File: src/rtl/pulse_scan_ctrl.sv
// pulse_scan_ctrl: steps the pulse-generator delay across a list of scan points.
// Each point is held for n_shots counted periods. Outputs to the pulse generator
// change only on period_tick, so no period runs with a half-applied setting.
//
// Optional build macro: SCAN_SETTLE_EN -- discard the first period after every
// output load, so each point takes n_shots+1 periods.
//
// Ports:
//   clk, reset          clock, synchronous active-low reset
//   start, abort        one-cycle scan start / stop requests
//   period_tick         one-cycle strobe at each pulse-counter wrap
//   del_start, p2_start point-0 delay and pulse-2 stop values
//   del_step            per-point increment applied to both outputs
//   n_points, n_shots   scan length and counted shots per point
//   del_out, p2stop_out values driven to the pulse generator
//   point_idx           index of the current point
//   shot_valid          one-cycle strobe per counted shot
//   busy, done          scan active / one-cycle completion strobe
//   ovf                 sticky: scan stopped early because a step overflowed
module pulse_scan_ctrl #(
  parameter int unsigned W = 16
) (
  input  logic         clk,
  input  logic         reset,
  input  logic         start,
  input  logic         abort,
  input  logic         period_tick,
  input  logic [W-1:0] del_start,
  input  logic [W-1:0] p2_start,
  input  logic [W-1:0] del_step,
  input  logic [W-1:0] n_points,
  input  logic [W-1:0] n_shots,
  output logic [W-1:0] del_out,
  output logic [W-1:0] p2stop_out,
  output logic [W-1:0] point_idx,
  output logic         shot_valid,
  output logic         busy,
  output logic         done,
  output logic         ovf
);

`ifdef SCAN_SETTLE_EN
  localparam logic SettleEn = 1'b1;
`else
  localparam logic SettleEn = 1'b0;
`endif

  typedef enum logic [1:0] {StIdle, StArm, StRun, StDone} state_e;

  state_e state_q, state_d;

  // Latched scan configuration
  logic [W-1:0] del_start_q, p2_start_q, del_step_q, n_points_q, n_shots_q;
  logic         latch_cfg;

  logic [W-1:0] del_q, del_d;
  logic [W-1:0] p2_q, p2_d;
  logic [W-1:0] idx_q, idx_d;
  logic [W-1:0] shot_cnt_q, shot_cnt_d;
  logic         shot_valid_q, shot_valid_d;
  logic         ovf_q, ovf_d;
  logic         settle_q, settle_d;

  // Next-point values, one bit wider to catch the carry. They track the current
  // outputs one cycle behind, so a step at a tick is a plain register load.
  logic [W:0]   nxt_del_q, nxt_p2_q;

  logic [W-1:0] shot_inc, idx_inc;
  logic         step_carry;

  assign shot_inc   = shot_cnt_q + W'(1);
  assign idx_inc    = idx_q + W'(1);
  assign step_carry = nxt_del_q[W] | nxt_p2_q[W];

  always_ff @(posedge clk) begin
    if (!reset) begin
      state_q      <= StIdle;
      del_q        <= '0;
      p2_q         <= '0;
      idx_q        <= '0;
      shot_cnt_q   <= '0;
      shot_valid_q <= 1'b0;
      ovf_q        <= 1'b0;
      settle_q     <= 1'b0;
      nxt_del_q    <= '0;
      nxt_p2_q     <= '0;
      del_start_q  <= '0;
      p2_start_q   <= '0;
      del_step_q   <= '0;
      n_points_q   <= '0;
      n_shots_q    <= '0;
    end else begin
      state_q      <= state_d;
      del_q        <= del_d;
      p2_q         <= p2_d;
      idx_q        <= idx_d;
      shot_cnt_q   <= shot_cnt_d;
      shot_valid_q <= shot_valid_d;
      ovf_q        <= ovf_d;
      settle_q     <= settle_d;
      nxt_del_q    <= {1'b0, del_q} + {1'b0, del_step_q};
      nxt_p2_q     <= {1'b0, p2_q} + {1'b0, del_step_q};
      if (latch_cfg) begin
        del_start_q <= del_start;
        p2_start_q  <= p2_start;
        del_step_q  <= del_step;
        n_points_q  <= n_points;
        n_shots_q   <= n_shots;
      end
    end
  end

  always_comb begin
    state_d      = state_q;
    del_d        = del_q;
    p2_d         = p2_q;
    idx_d        = idx_q;
    shot_cnt_d   = shot_cnt_q;
    shot_valid_d = 1'b0;
    ovf_d        = ovf_q;
    settle_d     = settle_q;
    latch_cfg    = 1'b0;

    if (abort) begin
      // Abort beats start and period_tick; outputs hold.
      state_d = StIdle;
    end else begin
      unique case (state_q)
        StIdle: begin
          if (start) begin
            latch_cfg = 1'b1;
            ovf_d     = 1'b0;
            state_d   = StArm;
          end
        end
        StArm: begin
          if (n_points_q == '0 || n_shots_q == '0) begin
            state_d = StDone;
          end else if (period_tick) begin
            del_d      = del_start_q;
            p2_d       = p2_start_q;
            idx_d      = '0;
            shot_cnt_d = '0;
            settle_d   = SettleEn;
            state_d    = StRun;
          end
        end
        StRun: begin
          if (period_tick) begin
            if (settle_q) begin
              settle_d = 1'b0;
            end else begin
              shot_valid_d = 1'b1;
              shot_cnt_d   = shot_inc;
              if (shot_inc == n_shots_q) begin
                if (idx_inc == n_points_q) begin
                  state_d = StDone;
                end else if (step_carry) begin
                  ovf_d   = 1'b1;
                  state_d = StDone;
                end else begin
                  del_d      = nxt_del_q[W-1:0];
                  p2_d       = nxt_p2_q[W-1:0];
                  idx_d      = idx_inc;
                  shot_cnt_d = '0;
                  settle_d   = SettleEn;
                end
              end
            end
          end
        end
        StDone: begin
          state_d = StIdle;
        end
        default: begin
          state_d = StIdle;
        end
      endcase
    end
  end

  assign del_out    = del_q;
  assign p2stop_out = p2_q;
  assign point_idx  = idx_q;
  assign shot_valid = shot_valid_q;
  assign ovf        = ovf_q;
  assign busy       = (state_q == StArm) || (state_q == StRun);
  assign done       = (state_q == StDone);

endmodule
File: config.mk
export PLATFORM = sky130hd
export DESIGN_NAME = pulse_scan_ctrl
export DESIGN_NICKNAME = d
export VERILOG_FILES = /design/src/rtl/pulse_scan_ctrl.sv
export SDC_FILE = /design/constraint.sdc
export NUM_CORES = 1
export LEC_CHECK = 0
export BUFFER_PORTS_ARGS = -buffer_cell sky130_fd_sc_hd__clkbuf_2
export CORE_MARGIN = 3
export CORE_UTILIZATION = 50
export CTS_BUF_LIST = sky130_fd_sc_hd__clkbuf_2 sky130_fd_sc_hd__clkbuf_4 sky130_fd_sc_hd__clkbuf_8
export DETAILED_ROUTE_END_ITERATION = 12
export PLACE_DENSITY_LB_ADDON = 0.3
export SYNTH_ARGS = -nofsm -noshare
export SYNTH_HDL_FRONTEND = slang
export SYNTH_SLANG_ARGS = --single-unit
File: constraint.sdc
create_clock -name clk -period 3.47 [get_ports clk]
set_input_delay 0 -clock clk [delete_from_list [all_inputs] [get_ports clk]]
set_output_delay 0 -clock clk [all_outputs]
set_load 0.02 [all_outputs]
==> results.md, run 1 <==
* Worst Reg-to-Reg Cells at 10
* Hold worst-path end: ovf
* Worst hold stages at 3
* Initial core utilization at 51.7%
* Flop-to-flop setup slack at 0.24 ns
* Share of layout cells above drive strength 1 at 17.7%
* Clock latency on the worst-skew pair at 0.48 ns
* Area of the multi-input gates at 0.00609 mm^2
* DRC viols at 0
* Hold_ws at 0.0465 ns
* Final WS setup at 0.237 ns
* NetSw at 1200 uW
* Final hold vios at 0
* Antenna violations before repair at 0
* Vias per cell at 5.90
* Number of synthesized flops with an enable pin at 0
* H-tree depth at 4
* Layout Skew at 0.0162 ns
* Overall Global Routing Usage at 26.6%
* Leak at 0.00498 uW
* Layout net count at 1562
* Hold/Removal Path Class: primary input to register
* Die W at 149 um
* Fin area at 0.0123 mm^2
* Cts bufs inserted at 17
* Port Buf Inserts at 136
* Grt total ovfl at 0
* Crit-path max cell delay at 0.57 ns
* Final HPWL DP at 19900 um
* Netlist cell types at 71
* Yosys top cell area share at 35.7%
* Final setup viols at 0
* Cell chain of the critical path: ha_1 -> nand4_1 -> or4_1 -> xnor2_1 -> nor4_1 -> and4b_2 -> and3_1 -> buf_12 -> a31oi_1 -> a311oi_1
* I/O pin count at 137
* Pwr dens at 342 mW/mm^2
* Die height at 149 um
* Netlist Area Pre-Place at 0.0102 mm^2
* Relative slew margins at 44.7%
* Status: finished, final reports clean
* CP max stage cell: or4_1
* Root Buffer: clkbuf_8
* # rows at 51
* Seq cells post-synth at 182
* Pre-CTS WS at 0.230 ns
* Area leader, netlist: dfxtp_1
* Sequential share of the synthesized area at 35.7%
* Routed via count at 10100
* Hold_sp: reset
* FFs w/ async S/R, synth at 0%
* CP endpoint kind: register
* RSZ-0062 raised after global routing: false
* Drt pass-1 iters at 6
* Clk sinks at 182
* Pint at 3020 uW
* Pins Over Slew Limit at 0
* Final Wtd Congestion at 0.906
* Worst slew pin tran at 0.821 ns
* Setup TNS at 0 ns
* FF/Latch Area at 0.00364 mm^2
* Syn Area/Cell at 8.09 um^2
* Critical setup path kind: register to register
* Area contributors post-synth: dfxtp_1, nand2_1, a21oi_1
* Worst Path Max Fanout at 35
* CP required at 3.85 ns
* Yosys Warn Count at 0
* Average wire per cell in the routed design at 17.2 um
* F_max at 0.309 GHz
* Power after layout at 4210 uW
* Sequential share of power at 52.6%
* Main flop type after synthesis: dfxtp_1
* TritonCTS clock tree: done
* Worst-path clk slew at 0.09 ns
* Post-DP Area at 0.0111 mm^2
* Filler instances at 1740
* Max-cap violation count at 0
* Number of global-route vias before repair at 9664
* Fin crit share at 93.2%
* Core footprint at 0.0198 mm^2
* Cells after synthesis at 1264
* Net switching fraction of the power at 28.4%
* Largest net degree at the start of global routing at 87
* Worst r2r src: shot_cnt_q[1]
* Worst setup SP type: register
* Fin crit period at 3.23 ns
* Post-Route WL at 29400 um
* Critical Path AT at 3.61 ns
* Logic gate share of total power at 13.4%
* Peak VDD IR at 0.000250 V
* R2r endpoint: point_idx[8]
* Antenna viol nets, final at 0
* DRT iter0 DRCs at 721
* Power share of the clock group at 34.0%
* N_diodes at 0
* Syn nets at 1389
* Die area at 0.0222 mm^2
* Synth-to-layout area growth at 20.8%
* CTS max path bufs at 2
* Global-route wire length before repair at 48400 um
cells in the mapped netlist, types with 9 or more instances:
| cell type | instances |
|---|---|
| mux2_2 | 34 |
| nand3_1 | 59 |
| nand2_1 | 207 |
| dfxtp_1 | 182 |
| xor2_1 | 18 |
| and4_1 | 36 |
| or3_1 | 12 |
| clkbuf_1 | 71 |
| o211ai_1 | 9 |
| nand4_1 | 78 |
| nor3_1 | 22 |
| nor2_1 | 57 |
| nor4_1 | 16 |
| ha_1 | 38 |
| a21oi_1 | 115 |
| xnor2_1 | 39 |
| o31ai_1 | 9 |
| inv_1 | 22 |
| o21ai_0 | 21 |
| a31oi_1 | 45 |
| nand2b_1 | 15 |
| buf_2 | 16 |
how the worst max path moves through the flow:
stage,slack [ns],start,cells past startpoint,to
finish,0.24,shot_cnt_q[1],10,point_idx[8]
global route,0.05,shot_cnt_q[1],10,point_idx[8]
CTS,0.21,shot_cnt_q[1],10,point_idx[14]
detailed placement,0.23,shot_cnt_q[1],10,point_idx[14]
global placement,0.33,shot_cnt_q[1],10,point_idx[14]
floorplan,0.37,shot_cnt_q[1],11,point_idx[13]
timing repair:
item / 4_1_cts / 5_1_grt
resized for setup: 0 / 2
hold buffers: 82 / 0
setup endpoints to repair: 0 / 3
endpoints found under the hold margin: 83 / 0
setup buffers: 0 / 0
power groups by stage:
stage / sequential [uW] / clock [uW] / combinational [uW]
4_1_cts: 2210 / 1460 / 556
5_1_grt: 2220 / 1530 / 625
2_1_floorplan: 2240 / 0 / 327
6_report: 2220 / 1430 / 564
3_3_place_gp: 2260 / 0 / 474
3_5_place_dp: 2260 / 0 / 482
layer usage:
metal | vias up | global-route usage [%] | wire (um)
li1 | 4975 | - | -
met1 | 4770 | 34.7 | 12800
met2 | 329 | 45.4 | 14200
met3 | 48 | 4.35 | 1920
met4 | 0 | 7.92 | 590
met5 | - | 0 | 0
cell type report:
type	count	area share, %
clock buffer	20	2.13
timing repair buffer	253	14.6
tap	265	2.69
multi-input combinational	959	49.3
inverter	24	0.740
sequential	182	29.5
clock inverter	12	0.953
placed cells by master, fill, tap and decap left out, types with 4 or more instances in the layout:
| cell type | netlist | routed |
|---|---|---|
| xor2_1 | 18 | 18 |
| mux2_2 | 34 | 34 |
| xnor2_1 | 39 | 39 |
| nand4_1 | 78 | 78 |
| o21ai_0 | 21 | 21 |
| o31a_1 | 8 | 8 |
| nand3b_1 | 4 | 4 |
| a211oi_1 | 7 | 6 |
| mux2i_1 | 5 | 5 |
| nand3_1 | 59 | 59 |
| and2_1 | 6 | 6 |
| o311ai_0 | 6 | 6 |
| clkbuf_2 | 0 | 135 |
| a21o_1 | 6 | 6 |
| a21oi_1 | 115 | 115 |
| nor3b_1 | 6 | 6 |
| nor2_1 | 57 | 57 |
| a32oi_1 | 7 | 7 |
| nor2b_1 | 6 | 6 |
| clkbuf_8 | 0 | 18 |
| or3_1 | 12 | 12 |
| inv_1 | 22 | 22 |
| ha_1 | 38 | 37 |
| nor3_1 | 22 | 22 |
| nand2b_1 | 15 | 15 |
| buf_4 | 2 | 33 |
| dlygate4sd3_1 | 0 | 82 |
| nand2_1 | 207 | 207 |
| o21a_1 | 8 | 8 |
| a31oi_1 | 45 | 45 |
| o211ai_1 | 9 | 9 |
| and3_1 | 5 | 5 |
| and4_1 | 36 | 36 |
| o31ai_1 | 9 | 9 |
| nor4_1 | 16 | 16 |
| dfxtp_1 | 182 | 182 |
flip-flops by register name, indices dropped and copies added (netlist names):
signal       count
ovf              1
n_points_q      16
n_shots_q       16
p2stop_out      16
p2_start_q      16
shot_valid       1
del_out         16
shot_cnt_q      16
point_idx       16
del_start_q     16
del_step_q      16
nxt_del_q       17
state_q          2
nxt_p2_q        17
metrics by stage:
stage | instances | util (%)
final | 1715 | 62.4
after global routing | 1715 | 62.4
after detailed placement | 1601 | 56.3
after CTS | 1715 | 62.3
after global placement | 1601 | 56.3
after floorplan | 1264 | -
critical path, delay by kind of cell (launching register included):
kind / cells / cell delay, ns
AOI/OAI and AO/OA: 2 / 0.36
and+or+nand+nor: 5 / 1.67
DFF: 1 / 0.48
xor gates and xnor gates: 1 / 0.16
buffers and inverters: 1 / 0.23
adders and majority gates: 1 / 0.22
logic make-up after synthesis:
| family | share of synthesized area (%) |
|---|---|
| AO/OA/AOI/OAI | 17.1 |
| XOR/XNOR | 4.88 |
| adder cells (fa/ha/maj) | 5.04 |
| buffers and inverters | 5.01 |
| flip-flops | 35.7 |
| multiplexers | 4.24 |
| AND/OR/NAND/NOR | 28.1 |
No activity file was read; power rests on OpenSTA's default activity.
==> run 2: changes to the inputs <==
--- a/config.mk
+++ b/config.mk
@@ -5,6 +5,7 @@
 export SDC_FILE = /design/constraint.sdc
 export NUM_CORES = 1
 export LEC_CHECK = 0
+export ABC_AREA = 1
 export BUFFER_PORTS_ARGS = -buffer_cell sky130_fd_sc_hd__clkbuf_2
 export CORE_MARGIN = 3
 export CORE_UTILIZATION = 50
==> results.md, run 2 <==
* Post-Route WL at 26700 um (-9.2%)
* Antenna viol nets, final at 0 (unchanged)
* Die area at 0.0210 mm^2 (-5.5%)
* Vias per cell at 5.05 (-14%)
* Yosys top cell area share at 37.8% (+2.2 points)
* Max-cap violation count at 0 (unchanged)
* CP max stage cell: dfxtp_1
* Sequential share of power at 48.4% (-4.2 points)
* Syn Area/Cell at 6.49 um^2 (-20%)
* Delay-heaviest family, CP: simple AND/OR/NAND/NOR gates
* Core footprint at 0.0188 mm^2 (-4.8%)
* # rows at 50 (-2.0%)
* CTS Hold Buffers Added at 102 (+24%)
* Overall Global Routing Usage at 25.5% (-1.1 points)
* Pint at 3360 uW (+11%)
* Number of global-route vias before repair at 9269 (-4.1%)
* Net switching fraction of the power at 33.4% (+5.0 points)
* Synth-to-layout area growth at 23.6%
* Status: finished, final reports clean
* Pins Over Slew Limit at 0 (unchanged)
* Cells after synthesis at 1485 (+17%)
* Antenna violations before repair at 0 (unchanged)
* DRC viols at 0 (unchanged)
* Pwr dens at 423 mW/mm^2 (+24%)
* Share of layout cells above drive strength 1 at 11.4% (-6.3 points)
* H-tree depth at 4 (unchanged)
* Main flop type after synthesis: dfxtp_1
* Post-DP Area at 0.0105 mm^2 (-5.6%)
* Area contributors post-synth: dfxtp_1, nand2_1, nor2_1
* Routed via count at 9920 (-2.0%)
* Logic gate share of total power at 23.5% (+10 points)
* Layout net count at 1818 (+16%)
* Setup TNS at 0 ns (unchanged)
* Die height at 145 um (-2.8%)
* CTS max path bufs at 2 (unchanged)
* I/O pin count at 137 (unchanged)
* CTS resizes at 0 (unchanged)
* Layout Skew at 0.0182 ns (+0.00206 ns)
* Grt total ovfl at 0 (unchanged)
* Area leader, netlist: dfxtp_1
* Number of synthesized flops with an enable pin at 0 (unchanged)
* Fin crit period at 3.00 ns (-0.234 ns)
* Clk sinks at 182 (unchanged)
* RSZ-0062 raised after global routing: false
* Cts bufs inserted at 17 (unchanged)
* Final Wtd Congestion at 0.893 (-1.5%)
* Largest net degree at the start of global routing at 94 (+8.0%)
* Critical Path AT at 3.38 ns (-0.23 ns)
* Leak at 0.00566 uW (+14%)
* Crit-path max cell delay at 0.46 ns (-0.11 ns)
* Most frequent cells in the layout: nand2_1, nor2_1, dfxtp_1
* Relative slew margins at 56.4% (+12 points)
* Clock latency on the worst-skew pair at 0.48 ns (about the same)
* Most frequent cell after synthesis: nand2_1
* Commonest non-fill, non-tap cell in the layout: nand2_1
* FFs w/ async S/R, synth at 0% (unchanged)
* Drt pass-1 iters at 6 (unchanged)
* Final WS setup at 0.470 ns (+0.234 ns)
* Power after layout at 5040 uW (+20%)
* DRT iter0 DRCs at 694 (-3.7%)
* Worst setup SP type: register
* Power share of the clock group at 28.1% (-5.9 points)
* Hold/Removal Path Class: primary input to register
* NetSw at 1680 uW (+40%)
* CP endpoint kind: register
* CP most frequent cell: nand2_1
* Largest registers: nxt_del_q x17, nxt_p2_q x17
* Final setup viols at 0 (unchanged)
* Pre-CTS WS at 0.504 ns (+0.273 ns)
* Critical setup path kind: register to register
* CP Buf/Inv Count at 1 (unchanged)
* Worst-path clk slew at 0.10 ns (about the same)
* N_diodes at 0 (unchanged)
* FF/Latch Area at 0.00364 mm^2 (unchanged)
* Area of the multi-input gates at 0.00512 mm^2 (-16%)
* Die W at 145 um (-2.8%)
* F_max at 0.333 GHz (+7.8%)
* Commonest cells post-synth: nand2_1, nor2_1, dfxtp_1
* Syn nets at 1610 (+16%)
* Fin crit share at 86.4% (-6.7 points)
* Initial core utilization at 51.2% (-0.49 points)
* Port Buf Inserts at 136 (unchanged)
* Yosys Warn Count at 0 (unchanged)
* Seq cells post-synth at 182 (unchanged)
* Global-route wire length before repair at 43400 um (-10%)
* TritonCTS clock tree: done
* Average wire per cell in the routed design at 13.6 um (-21%)
* Worst slew pin tran at 0.654 ns (-0.167 ns)
* Worst Path Max Fanout at 63 (+80%)
* Final hold vios at 0 (unchanged)
* Peak VDD IR at 0.000295 V (+18%)
* Number of post-CTS setup repair buffers at 0 (unchanged)
* Sequential share of the synthesized area at 37.8% (+2.2 points)
* Netlist cell types at 37 (-48%)
* Filler instances at 1772 (+1.8%)
* CP required at 3.85 ns (about the same)
* Final HPWL DP at 17900 um (-10%)
* Cell chain of the critical path: ha_1 -> nand2_1 -> nor2_1 -> nand3_1 -> nand3_1 -> nand2_1 -> nand3b_1 -> nor2_1 -> nand2_1 -> nor2_1 -> nand2_1 -> nand3_4 -> buf_12 -> nand2_1 -> nand2_1 -> nor2_1
* Root Buffer: clkbuf_8
* Fin area at 0.0119 mm^2 (-3.5%)
* Netlist Area Pre-Place at 0.00964 mm^2 (-5.7%)
## run 2: cell types whose count changed in the layout (fill, tap and decap cells not counted), moves of 36 or more
cell     previous run  this run
nand2_1           207       342
o21ai_0            21       132
inv_1              22       166
nand4_1            78        18
nor2_1             57       257
and4_1             36         0
a31oi_1            45         2
xnor2_1            39         2
## run 2: path summary, 6_finish.rpt
kind                   from             end  slack, ns  depth (start not counted)
max            point_idx[0]     del_out[15]       0.47                         16
min                   start             ovf       0.11                          5
max reg2reg    point_idx[0]     del_out[15]       0.47                         16
min reg2reg  p2_start_q[11]  p2_start_q[11]       0.46                          2
## run 2: metrics by stage
| step | instances | util, % | hold slack, ns |
|---|---|---|---|
| 2_1_floorplan | 1485 | - | 0.0780 |
| 3_3_place_gp | 1832 | 55.8 | 0.226 |
| 3_5_place_dp | 1832 | 55.8 | 0.230 |
| 4_1_cts | 1965 | 63.2 | 0.0852 |
| 5_1_grt | 1965 | 63.2 | 0.127 |
| 6_report | 1965 | 63.2 | 0.107 |
## run 2: cells by family after synthesis
| logic type | count (synthesis) | share of synthesized area [%] |
|---|---|---|
| xor+xnor | 5 | 0.610 |
| buf+inv | 229 | 9.13 |
| fa+ha+maj | 40 | 5.35 |
| compound gates | 295 | 15.9 |
| simple gates | 734 | 31.2 |
| flops | 182 | 37.8 |
## run 2: area by class of cell
class	instances	area share [%]
inverters	170	5.37
repair buffers	248	15.2
clock inverters	11	0.967
multi-input cells	1074	43.0
flip-flops and latches	182	30.6
well taps	260	2.73
clock buffers	20	2.21
## run 2: power groups by stage
stage               logic (uW)  registers (uW)  clock network, uW
floorplan                  716            2510                  0
global placement          1050            2480                  0
detailed placement        1070            2480                  0
CTS                       1180            2440               1440
global route              1340            2460               1520
finish                    1180            2440               1420
## run 2: metal layers
metal | routed length (um) | track usage [%] | up-vias
li1 | - | - | 5187
met1 | 12100 | 32.7 | 4452
met2 | 12700 | 43.4 | 232
met3 | 1290 | 4.93 | 49
met4 | 633 | 7.76 | 0
met5 | 0 | 0 | -
## run 2: worst reg2reg max path, stage by stage (launching register included)
cell	delay [ns]
dfxtp_1	0.46
ha_1	0.21
nand2_1	0.14
nor2_1	0.32
nand3_1	0.14
nand3_1	0.11
nand2_1	0.08
nand3b_1	0.16
nor2_1	0.10
nand2_1	0.06
nor2_1	0.17
nand2_1	0.12
nand3_4	0.29
buf_12	0.31
nand2_1	0.13
nand2_1	0.07
nor2_1	0.04
